==> config.mk <==
export PLATFORM = sky130hd
export DESIGN_NAME = fifo_ctrl
export DESIGN_NICKNAME = d
export VERILOG_FILES = /design/src/rtl/fifo_pkg.sv /design/src/rtl/fifo_ptr.sv /design/src/rtl/fifo_ctrl.sv
export SDC_FILE = /design/constraint.sdc
export NUM_CORES = 1
export LEC_CHECK = 0
export ABC_AREA = 0
export BUFFER_PORTS_ARGS = -buffer_cell sky130_fd_sc_hd__buf_4
export CAP_MARGIN = 20
export CORE_ASPECT_RATIO = 1.1
export CORE_MARGIN = 2
export CORE_UTILIZATION = 40
export CTS_CLUSTER_DIAMETER = 30
export DETAILED_ROUTE_END_ITERATION = 8
export PLACE_DENSITY = 0.67
export SYNTH_ARGS = -nofsm -noshare
export SYNTH_HDL_FRONTEND = slang
export SYNTH_HIERARCHICAL = 1
export SYNTH_SLANG_ARGS = --single-unit
==> constraint.sdc <==
create_clock -name clk -period 3.2 [get_ports clk]
set_clock_uncertainty 0.05 [all_clocks]
set_input_delay 0 -clock clk [delete_from_list [all_inputs] [get_ports clk]]
set_output_delay 0 -clock clk [all_outputs]
set_load 0.1 [all_outputs]
==> src/rtl/fifo_pkg.sv <==
// Shared constants for the synchronous FIFO: address/data widths, depth and
// the wrap-bit pointer width used by the pointer and status logic.
package fifo_pkg;

  localparam int ADDR_WIDTH = 4;
  localparam int DATA_WIDTH = 8;
  localparam int DEPTH      = 2 ** ADDR_WIDTH;
  localparam int PTR_WIDTH  = ADDR_WIDTH + 1;

endpackage : fifo_pkg

==> src/rtl/fifo_ptr.sv <==
// Wrap-bit pointer register: advances by one on each enabled edge and wraps
// naturally modulo 2^WIDTH, so the MSB toggles once per lap of the RAM.
module fifo_ptr
  import fifo_pkg::*;
#(
  parameter int WIDTH = PTR_WIDTH
) (
  input  logic             clk,
  input  logic             rst,
  input  logic             inc_i,
  output logic [WIDTH-1:0] ptr_o
);

  logic [WIDTH-1:0] ptr_q;
  logic [WIDTH-1:0] ptr_d;

  always_comb begin
    ptr_d = ptr_q;
    if (inc_i) begin
      ptr_d = ptr_q + WIDTH'(1);
    end
  end

  always_ff @(posedge clk or posedge rst) begin
    if (rst) begin
      ptr_q <= '0;
    end else begin
      ptr_q <= ptr_d;
    end
  end

  assign ptr_o = ptr_q;

endmodule : fifo_ptr

==> src/rtl/fifo_ctrl.sv <==
// Pointer and status controller for the synchronous FIFO: qualifies raw
// requests against full/empty, drives the RAM pointers and reports status.
module fifo_ctrl
  import fifo_pkg::*;
#(
  parameter int ADDR_WIDTH = fifo_pkg::ADDR_WIDTH,
  parameter int THRESHOLD  = 12
) (
  input  logic                  clk,
  input  logic                  rst,
  input  logic                  wr,
  input  logic                  rd,
  output logic                  fifo_we,
  output logic                  fifo_rd,
  output logic [ADDR_WIDTH:0]   wptr,
  output logic [ADDR_WIDTH:0]   rptr,
  output logic                  fifo_full,
  output logic                  fifo_empty,
  output logic                  fifo_threshold,
  output logic [ADDR_WIDTH:0]   fifo_count,
  output logic                  fifo_overflow,
  output logic                  fifo_underflow
);

  localparam int PW = ADDR_WIDTH + 1;
  localparam logic [PW-1:0] THRESH = PW'(THRESHOLD);

  logic overflow_q;
  logic overflow_d;
  logic underflow_q;
  logic underflow_d;

  fifo_ptr #(.WIDTH(PW)) u_wptr (
    .clk   (clk),
    .rst   (rst),
    .inc_i (fifo_we),
    .ptr_o (wptr)
  );

  fifo_ptr #(.WIDTH(PW)) u_rptr (
    .clk   (clk),
    .rst   (rst),
    .inc_i (fifo_rd),
    .ptr_o (rptr)
  );

  // Status depends only on the registered pointers, never on wr/rd.
  always_comb begin
    fifo_empty     = (wptr == rptr);
    fifo_full      = (wptr[ADDR_WIDTH] != rptr[ADDR_WIDTH]) &&
                     (wptr[ADDR_WIDTH-1:0] == rptr[ADDR_WIDTH-1:0]);
    fifo_count     = wptr - rptr;
    fifo_threshold = (fifo_count >= THRESH);
  end

  always_comb begin
    fifo_we     = wr & ~fifo_full;
    fifo_rd     = rd & ~fifo_empty;
    overflow_d  = wr & fifo_full;
    underflow_d = rd & fifo_empty;
  end

  always_ff @(posedge clk or posedge rst) begin
    if (rst) begin
      overflow_q  <= 1'b0;
      underflow_q <= 1'b0;
    end else begin
      overflow_q  <= overflow_d;
      underflow_q <= underflow_d;
    end
  end

  assign fifo_overflow  = overflow_q;
  assign fifo_underflow = underflow_q;

endmodule : fifo_ctrl
==> flow_metrics.tcl, run 1 <==
set metrics [dict create \
    clockBufferDepth 2 \
    rsz0062_at_grt "false" \
    post_drt_wl_per_cell_um 13.1 \
    drtIter0Drc 3 \
    syn2layout_area_growth_pct 47.3 \
    syn-num-nets 78 \
    arrival_ns 2.48 \
    post-route-drc-count 0 \
    final.setup.tns_ns 0 \
    core_um2 1610 \
    r2r_slack_ns 1.25 \
    status "finished clean" \
    layout_common_cells "25 x buf_4, 12 x dfrtp_1, 10 x inv_1" \
    endpoint_kind "primary output" \
    rows 15 \
    critPathLaunchType "register" \
    synth-seq-area-share_pct 42.3 \
    multiInputGateArea_um2 428 \
    via_per_inst 4.87 \
    fillers 145 \
    n_antenna_cell 0 \
    worstPathCellList "inv_1 -> ha_1 -> inv_2 -> fa_1 -> a21o_1 -> a21oi_2 -> xnor2_4 -> a311o_2 -> buf_4" \
    initial_utilization_pct 44.0 \
    critPathMaxFanout 5 \
    grt_pass1_wl_um 2390 \
    maxCapViolations 0 \
    clock_sink_count 12 \
    path_buf_inv 3 \
    cts_resized 0 \
    clkLatencyLatePin_ns 0.27 \
    synth-seq-cells 12 \
    htree_num_levels 1 \
    yosysUniqueCellTypes 20 \
    cts_tree "yes" \
    dieHeight_um 48.2 \
    die_w_um 44.2 \
    tightest_slew_ns 0.704 \
    regArea_um2 300 \
    grt_max_degree 8 \
    dp_hpwl_um 1180 \
    slowest_delay_ns 0.44 \
    period_share_pct 79.0 \
    drv_slew 0 \
    final_common_cell "buf_4" \
    fmaxAchievable_mhz 396 \
    critPathSlowestCell "fa_1" \
    clkTransAtPathRegs_ns 0.08 \
    crit_type "reg -> out" \
    cts_hold_buf 3 \
    setup_viol 0 \
    final_net_count 110 \
    fp.dieArea_um2 2130 \
    required_ns 3.15 \
    grt_pass1_vias 525 \
    via_count 560 \
    post_cts_buffers 0 \
    gp_congestion 0.792 \
    cts_buffers 3 \
    hold_class "in -> async" \
    syn_avg_cell_area_um2 10.6 \
    cp_top_family "compound AO/OA/AOI/OAI gates" \
    netlist_area_um2 709 \
    wl_um 1500 \
    drive_gt1_share_pct 41.8 \
    cts-root-buf "clkbuf_4" \
    synth_warnings 6 \
    drt.antenna.violating_nets 0 \
    grt_usage_pct 16.2 \
    firstDrtPassIters 3 \
    synth_cells 67 \
    port_buffers 25 \
    antenna_found_initial 0 \
    grt.overflow.total 0 \
    io_pins 26 \
    relSlewSlack_pct 52.7 \
    fin_crit_ns 2.53 \
    finalHoldViolations 0 \
]
worst reg2reg max path, stage by stage, from the launching register on:
cell     delay (ns)
dfrtp_1        0.44
inv_1          0.07
ha_1           0.38
nand4_1        0.27
nor2_4         0.07
nor2b_4        0.21
mux2_2         0.35
through the flow:
step	std cells	util (%)	area (µm²)	hold slack [ns]	setup WS [ns]
after global placement	108	60.6	978	-0.172	0.987
after global routing	115	64.7	1040	0.108	0.510
after CTS	115	64.7	1040	0.0896	0.645
after floorplan	67	-	774	-0.309	0.0825
after detailed placement	108	60.6	978	-0.167	0.952
final	115	64.7	1040	0.109	0.673
cell usage after synthesis:
| library cell | instances | share of area [%] |
|---|---|---|
| xnor2_1 | 11 | 14 |
| a311o_1 | 1 | 1.4 |
| a21o_1 | 2 | 2.1 |
| dfrtp_1 | 12 | 42 |
| ha_1 | 6 | 11 |
| inv_1 | 10 | 5.3 |
| and2_1 | 2 | 1.8 |
| a211oi_1 | 1 | 1.1 |
| a21oi_2 | 1 | 1.2 |
| a21oi_1 | 1 | 0.70 |
| nor2_1 | 2 | 1.1 |
| xor2_1 | 3 | 3.7 |
| nand2_1 | 2 | 1.1 |
| inv_2 | 1 | 0.53 |
| nand4_1 | 5 | 4.4 |
| mux2_2 | 2 | 3.2 |
| fa_1 | 1 | 2.8 |
| buf_2 | 1 | 0.70 |
| nor2b_1 | 2 | 1.8 |
| nor3_1 | 1 | 0.70 |
state kept, by name, summed over array words and instances, names as in the netlist:
name,flops
fifo_overflow,1
fifo_underflow,1
u_rptr/ptr_o,5
u_wptr/ptr_o,5
layout make-up:
class	count	share of cell area (%)
clock buffers	4	3.47
flip-flops and latches	12	28.7
repair buffers	28	20.8
inverters	11	3.95
well taps	17	2.04
multi-input cells	43	41.0
final timing paths:
| kind | startpoint | endpoint | cells after the start |
|---|---|---|---|
| worst max-delay path | u_wptr/ptr_o[0]$_DFFE_PP0P_ | fifo_threshold | 9 |
| worst min-delay path | rst | fifo_underflow$_DFF_PP0_ | 3 |
| worst max register to register | u_rptr/ptr_o[2]$_DFFE_PP0P_ | u_wptr/ptr_o[1]$_DFFE_PP0P_ | 6 |
| worst min register to register | u_rptr/ptr_o[4]$_DFFE_PP0P_ | u_rptr/ptr_o[4]$_DFFE_PP0P_ | 1 |
| max in group asynchronous | rst | u_wptr/ptr_o[2]$_DFFE_PP0P_ | 3 |
| min in group clk | wr | fifo_overflow$_DFF_PP0_ | 3 |
routing by layer:
layer	wire length, µm	track usage, %	up-vias
met5	0	0	-
met4	12	9.09	0
met3	65	3.33	2
met2	776	26.2	14
met1	649	20.5	261
li1	-	-	283
cells by family (layout without fill, tap and decap cells):
group | count (synthesis) | in the layout | share of synthesized area, %
XOR/XNOR | 14 | 14 | 17.3
AND/OR/NAND/NOR | 14 | 14 | 10.8
flip-flops | 12 | 12 | 42.3
buffers and inverters | 12 | 43 | 6.52
adder cells (fa/ha/maj) | 7 | 7 | 13.4
AO/OA/AOI/OAI | 6 | 6 | 6.52
multiplexers | 2 | 2 | 3.17
Power of run 1 is left out: the tool's default activity adds up to more than one toggle a clock period on the data nets, which glitch-free logic cannot reach.
==> run 2, diff against run 1 <==
--- a/config.mk
+++ b/config.mk
@@ -13,7 +13,7 @@
 export CORE_UTILIZATION = 40
 export CTS_CLUSTER_DIAMETER = 30
 export DETAILED_ROUTE_END_ITERATION = 8
-export PLACE_DENSITY = 0.67
+export PLACE_DENSITY = 0.69
 export SYNTH_ARGS = -nofsm -noshare
 export SYNTH_HDL_FRONTEND = slang
 export SYNTH_HIERARCHICAL = 1
==> constraint.sdc (replaced) <==
create_clock -name clk -period 2.3 [get_ports clk]
set_clock_uncertainty 0.05 [all_clocks]
set_input_delay 0 -clock clk [delete_from_list [all_inputs] [get_ports clk]]
set_output_delay 0 -clock clk [all_outputs]
set_load 0.1 [all_outputs]
==> run 2 against run 1 <==
Compared with the run above:
- the flow now finishes with violations (negative setup slack)
- wire length is 15% higher
- final area increased by 14%
- setup slack worse by 0.73 ns
- sequential cell count stayed put
- via count grew 5.0%
- register-to-register slack lost 0.80 ns
- sequential share of layout area decreased by 0.98 points
- global-route usage grew 3.2 points
- die area stayed put
- utilization is 9.0 points higher
- cell count is 3.5% higher
- clock-buffer cell count did not move
- critical path type unchanged
==> flow_metrics.tcl, run 2 (same netlist as run 1, synthesis figures left out) <==
set metrics [dict create \
    dp_hpwl_um 1390 \
    via_count 588 \
    fp.dieArea_um2 2130 \
    clkLatencyLatePin_ns 0.27 \
    drt.antenna.violating_nets 0 \
    setup_viol 1 \
    core_um2 1610 \
    grt_usage_pct 19.4 \
    clkTransAtPathRegs_ns 0.08 \
    dieHeight_um 48.2 \
    wl_um 1740 \
    grt.overflow.total 0 \
    rsz0062_at_grt "true" \
    firstDrtPassIters 2 \
    use_met3_pct 5.19 \
    htree_num_levels 1 \
    regArea_um2 330 \
    place_inst 109 \
    grt_pass1_vias 664 \
    drtIter0Drc 4 \
    port_buffers 25 \
    drive_gt1_share_pct 61.8 \
    cts_buffers 3 \
    place_ws_ns 0.0869 \
    final_cells 119 \
    syn2layout_area_growth_pct 67.7 \
    violations "negative setup slack" \
    busiest_layer "met2" \
    tightest_slew_ns 0.300 \
    period_share_pct 102 \
    grt_use_met2_pct 34.7 \
    die_w_um 44.2 \
    timing.rr.start "u_wptr/ptr_o[1]$_DFFE_PP0P_" \
    io_pins 26 \
    clock_sink_count 12 \
    gp_congestion 0.733 \
    layout_common_cells "28 x buf_4, 8 x xnor2_1, 7 x inv_1, 7 x dfrtp_4, 5 x nand4_1" \
    grtUsageMet1_pct 22.4 \
    grt_max_degree 8 \
    required_ns 2.25 \
    antenna_found_initial 0 \
    final.setup.tns_ns -0.0533 \
    holdWs_ns 0.121 \
    arrival_ns 2.30 \
    clockBufferDepth 2 \
    maxCapViolations 0 \
    critPathMaxFanout 2 \
    cts-root-buf "clkbuf_4" \
    hold_class "in -> async" \
    fmaxAchievable_mhz 425 \
    grt_pass1_wl_um 2950 \
    via_per_inst 4.94 \
    final_net_count 114 \
    crit_type "reg -> out" \
    setup_ws_ns -0.0533 \
    rows 15 \
    fillers 114 \
    fin_crit_ns 2.35 \
    n_antenna_cell 0 \
    final_common_cell "buf_4" \
    relSlewSlack_pct 80.0 \
    multiInputGateArea_um2 498 \
    post-route-drc-count 0 \
    post_drt_wl_per_cell_um 14.6 \
    cts_tree "yes" \
    initial_utilization_pct 44.0 \
    drv_slew 0 \
    finalHoldViolations 0 \
    status "complete, but fails checks" \
    endpoint_kind "primary output" \
    worstSetupStartpoint "u_wptr/ptr_o[0]$_DFFE_PP0P_" \
    critPathLaunchType "register" \
]
run 2: worst max-delay path, cell delays in order, from the launching register on:
cell and delay, ns:
dfrtp_4 0.49, inv_4 0.06, ha_4 0.11, inv_2 0.04
fa_2 0.35, a21o_1 0.21, a21oi_4 0.17, xnor2_4 0.08
a311o_2 0.35, buf_12 0.17
run 2: cell type report:
class	count	area share, %
multi-input combinational	43	41.9
inverter	11	3.68
sequential	12	27.8
timing repair buffer	32	21.9
clock buffer	4	3.05
tap	17	1.79
run 2: per-layer routing:
layer	vias up	part of all wire [%]	wire length, µm
met5	-	0	0
met4	0	1.2	20
met3	2	5.4	94
met2	23	54	941
met1	274	39	679
li1	289	-	-
run 2: worst paths after layout:
path | cells past startpoint | endpoint | slack (ns)
hold / removal | 3 | fifo_underflow$_DFF_PP0_ | 0.12
setup / recovery | 9 | fifo_threshold | -0.05
min in group clk | 3 | fifo_underflow$_DFF_PP0_ | 0.45
hold reg to reg | 1 | u_rptr/ptr_o[3]$_DFFE_PP0P_ | 0.49
max in group asynchronous | 3 | u_wptr/ptr_o[0]$_DFFE_PP0P_ | 1.79
setup reg to reg | 5 | u_rptr/ptr_o[1]$_DFFE_PP0P_ | 0.45
run 2: repair_timing:
| action | 4_1_cts | 5_1_grt |
|---|---|---|
| cloned | 0 | 0 |
| hold buffers | 3 | 0 |
| endpoints found under the hold margin | 14 | 0 |
| resized for setup | 6 | 1 |
| pin swaps | 6 | 0 |
| endpoints found under the setup margin | 1 | 1 |
| buffers inserted | 3 | 0 |
run 2: per-stage QoR:
step	util, %	area (µm²)
after detailed placement	66.5	1070
final	73.7	1190
after CTS	73.6	1190
after global placement	66.5	1070
after global routing	73.7	1190
after floorplan	-	868
Power of run 2 is left out for the same reason.
==> run 3, diff against run 2 <==
--- a/config.mk
+++ b/config.mk
@@ -6,7 +6,7 @@
 export NUM_CORES = 1
 export LEC_CHECK = 0
 export ABC_AREA = 0
-export BUFFER_PORTS_ARGS = -buffer_cell sky130_fd_sc_hd__buf_4
+export BUFFER_PORTS_ARGS = -buffer_cell sky130_fd_sc_hd__buf_2
 export CAP_MARGIN = 20
 export CORE_ASPECT_RATIO = 1.1
 export CORE_MARGIN = 2
==> run 3 against run 2 <==
Compared with the run above:
- the flow still finishes with violations (negative setup slack)
- setup slack got worse by 0.025 ns
- sequential cell count is the same
- global-route usage shrank 1.2 points
- cell count is the same
- critical path type unchanged
- highest routed layer unchanged
==> flow_metrics.tcl, run 3 (same netlist as run 1, synthesis figures left out) <==
set metrics [dict create \
    antenna_found_initial 0 \
    critPathLaunchType "register" \
    final_net_count 114 \
    die_w_um 44.2 \
    final_cells 119 \
    relSlewSlack_pct 67.4 \
    grt_pass1_vias 598 \
    endpoint_kind "primary output" \
    layout_common_cells "23 x buf_2, 8 x xnor2_1, 7 x inv_1, 7 x dfrtp_4, 5 x nand4_1" \
    syn2layout_area_growth_pct 61.4 \
    place_inst 110 \
    cts_tree "yes" \
    drt.antenna.violating_nets 0 \
    fmaxAchievable_mhz 420 \
    clock_sink_count 12 \
    setup_ws_ns -0.0788 \
    grt.overflow.total 0 \
    required_ns 2.25 \
    gp_congestion 0.774 \
    fin_crit_ns 2.38 \
    tightest_slew_ns 0.492 \
    cts_buffers 3 \
    clkLatencyLatePin_ns 0.27 \
    rsz0062_at_grt "true" \
    core_um2 1610 \
    hold_class "in -> async" \
    critPathSlowestCell "dfrtp_4" \
    grt_max_degree 8 \
    post_drt_wl_per_cell_um 12.7 \
    grt_pass1_wl_um 2590 \
    multiInputGateArea_um2 498 \
    port_buffers 25 \
    status "complete, but fails checks" \
    clkTransAtPathRegs_ns 0.08 \
    maxCapViolations 0 \
    crit_type "reg -> out" \
    post-route-drc-count 0 \
    n_antenna_cell 0 \
    finalHoldViolations 0 \
    dp_hpwl_um 1220 \
    regArea_um2 330 \
    htree_num_levels 1 \
    holdWs_ns 0.0941 \
    drive_gt1_share_pct 61.8 \
    io_pins 26 \
    fillers 127 \
    arrival_ns 2.33 \
    slowest_delay_ns 0.48 \
    cts-root-buf "clkbuf_4" \
    initial_utilization_pct 44.0 \
    firstDrtPassIters 2 \
    via_per_inst 4.96 \
    clockBufferDepth 2 \
    grt_usage_pct 18.2 \
    period_share_pct 103 \
    drtIter0Drc 2 \
    final_common_cell "buf_2" \
    drv_slew 0 \
    wl_um 1520 \
    critPathMaxFanout 2 \
    via_count 590 \
    fp.dieArea_um2 2130 \
    worstPathCellList "inv_2 -> ha_4 -> inv_4 -> fa_2 -> a21o_1 -> a21oi_4 -> xnor2_4 -> a311o_2 -> buf_12" \
    dieHeight_um 48.2 \
    setup_viol 1 \
    rows 15 \
    violations "negative setup slack" \
]
==> run 3: cell counts in the layout (fill, tap and decap cells not counted) <==
No cell type changed its count.
==> run 3: final cells by class <==
type	count	share of cell area, %
flip-flops and latches	12	28.9
well taps	17	1.86
repair buffers	32	18.8
inverters	11	3.83
multi-input cells	43	43.5
clock buffers	4	3.17
==> run 3: worst paths after layout <==
kind                                             start                           to  slack (ns)  cells past startpoint
hold / removal                                     rst     fifo_underflow$_DFF_PP0_        0.09                      3
setup reg to reg           u_wptr/ptr_o[1]$_DFFE_PP0P_  u_rptr/ptr_o[1]$_DFFE_PP0P_        0.46                      5
min in group clk                                    rd     fifo_underflow$_DFF_PP0_        0.45                      3
hold reg to reg            u_rptr/ptr_o[3]$_DFFE_PP0P_  u_rptr/ptr_o[3]$_DFFE_PP0P_        0.49                      1
setup / recovery           u_wptr/ptr_o[0]$_DFFE_PP0P_               fifo_threshold       -0.08                      9
max in group asynchronous                          rst  u_wptr/ptr_o[1]$_DFFE_PP0P_        1.86                      3
==> run 3: through the flow <==
stage	instance area, µm²	setup TNS, ns	setup slack, ns	util, %
finish	1140	-0.0788	-0.0788	70.9
floorplan	868	-3.36	-0.401	-
detailed placement	1030	0	0.0534	64.0
CTS	1140	-0.0723	-0.0723	70.9
global route	1140	-0.189	-0.176	70.9
global placement	1030	0	0.0863	64.0
==> run 3: worst max-delay path: cells and delay by family, from the launching register on <==
family / cells / cell delay, ns
compound gates: 3 / 0.75
flops: 1 / 0.48
fa+ha+maj: 2 / 0.48
buf+inv: 3 / 0.28
xor+xnor: 1 / 0.08
==> run 3: timing repair <==
action	4_1_cts	5_1_grt
pin swaps	6	0
endpoints found under the setup margin	1	2
hold buffers	3	0
gates resized for setup	8	0
buffers inserted	2	0
endpoints found under the hold margin	14	0
==> run 3: layer usage <==
metal	track usage, %	vias up	share of wire (%)
met5	0	-	0
met4	10.9	0	2.0
met3	5.93	4	3.9
li1	-	290	-
met2	29.1	18	51
met1	21.7	278	43
Power of run 3 is left out for the same reason.
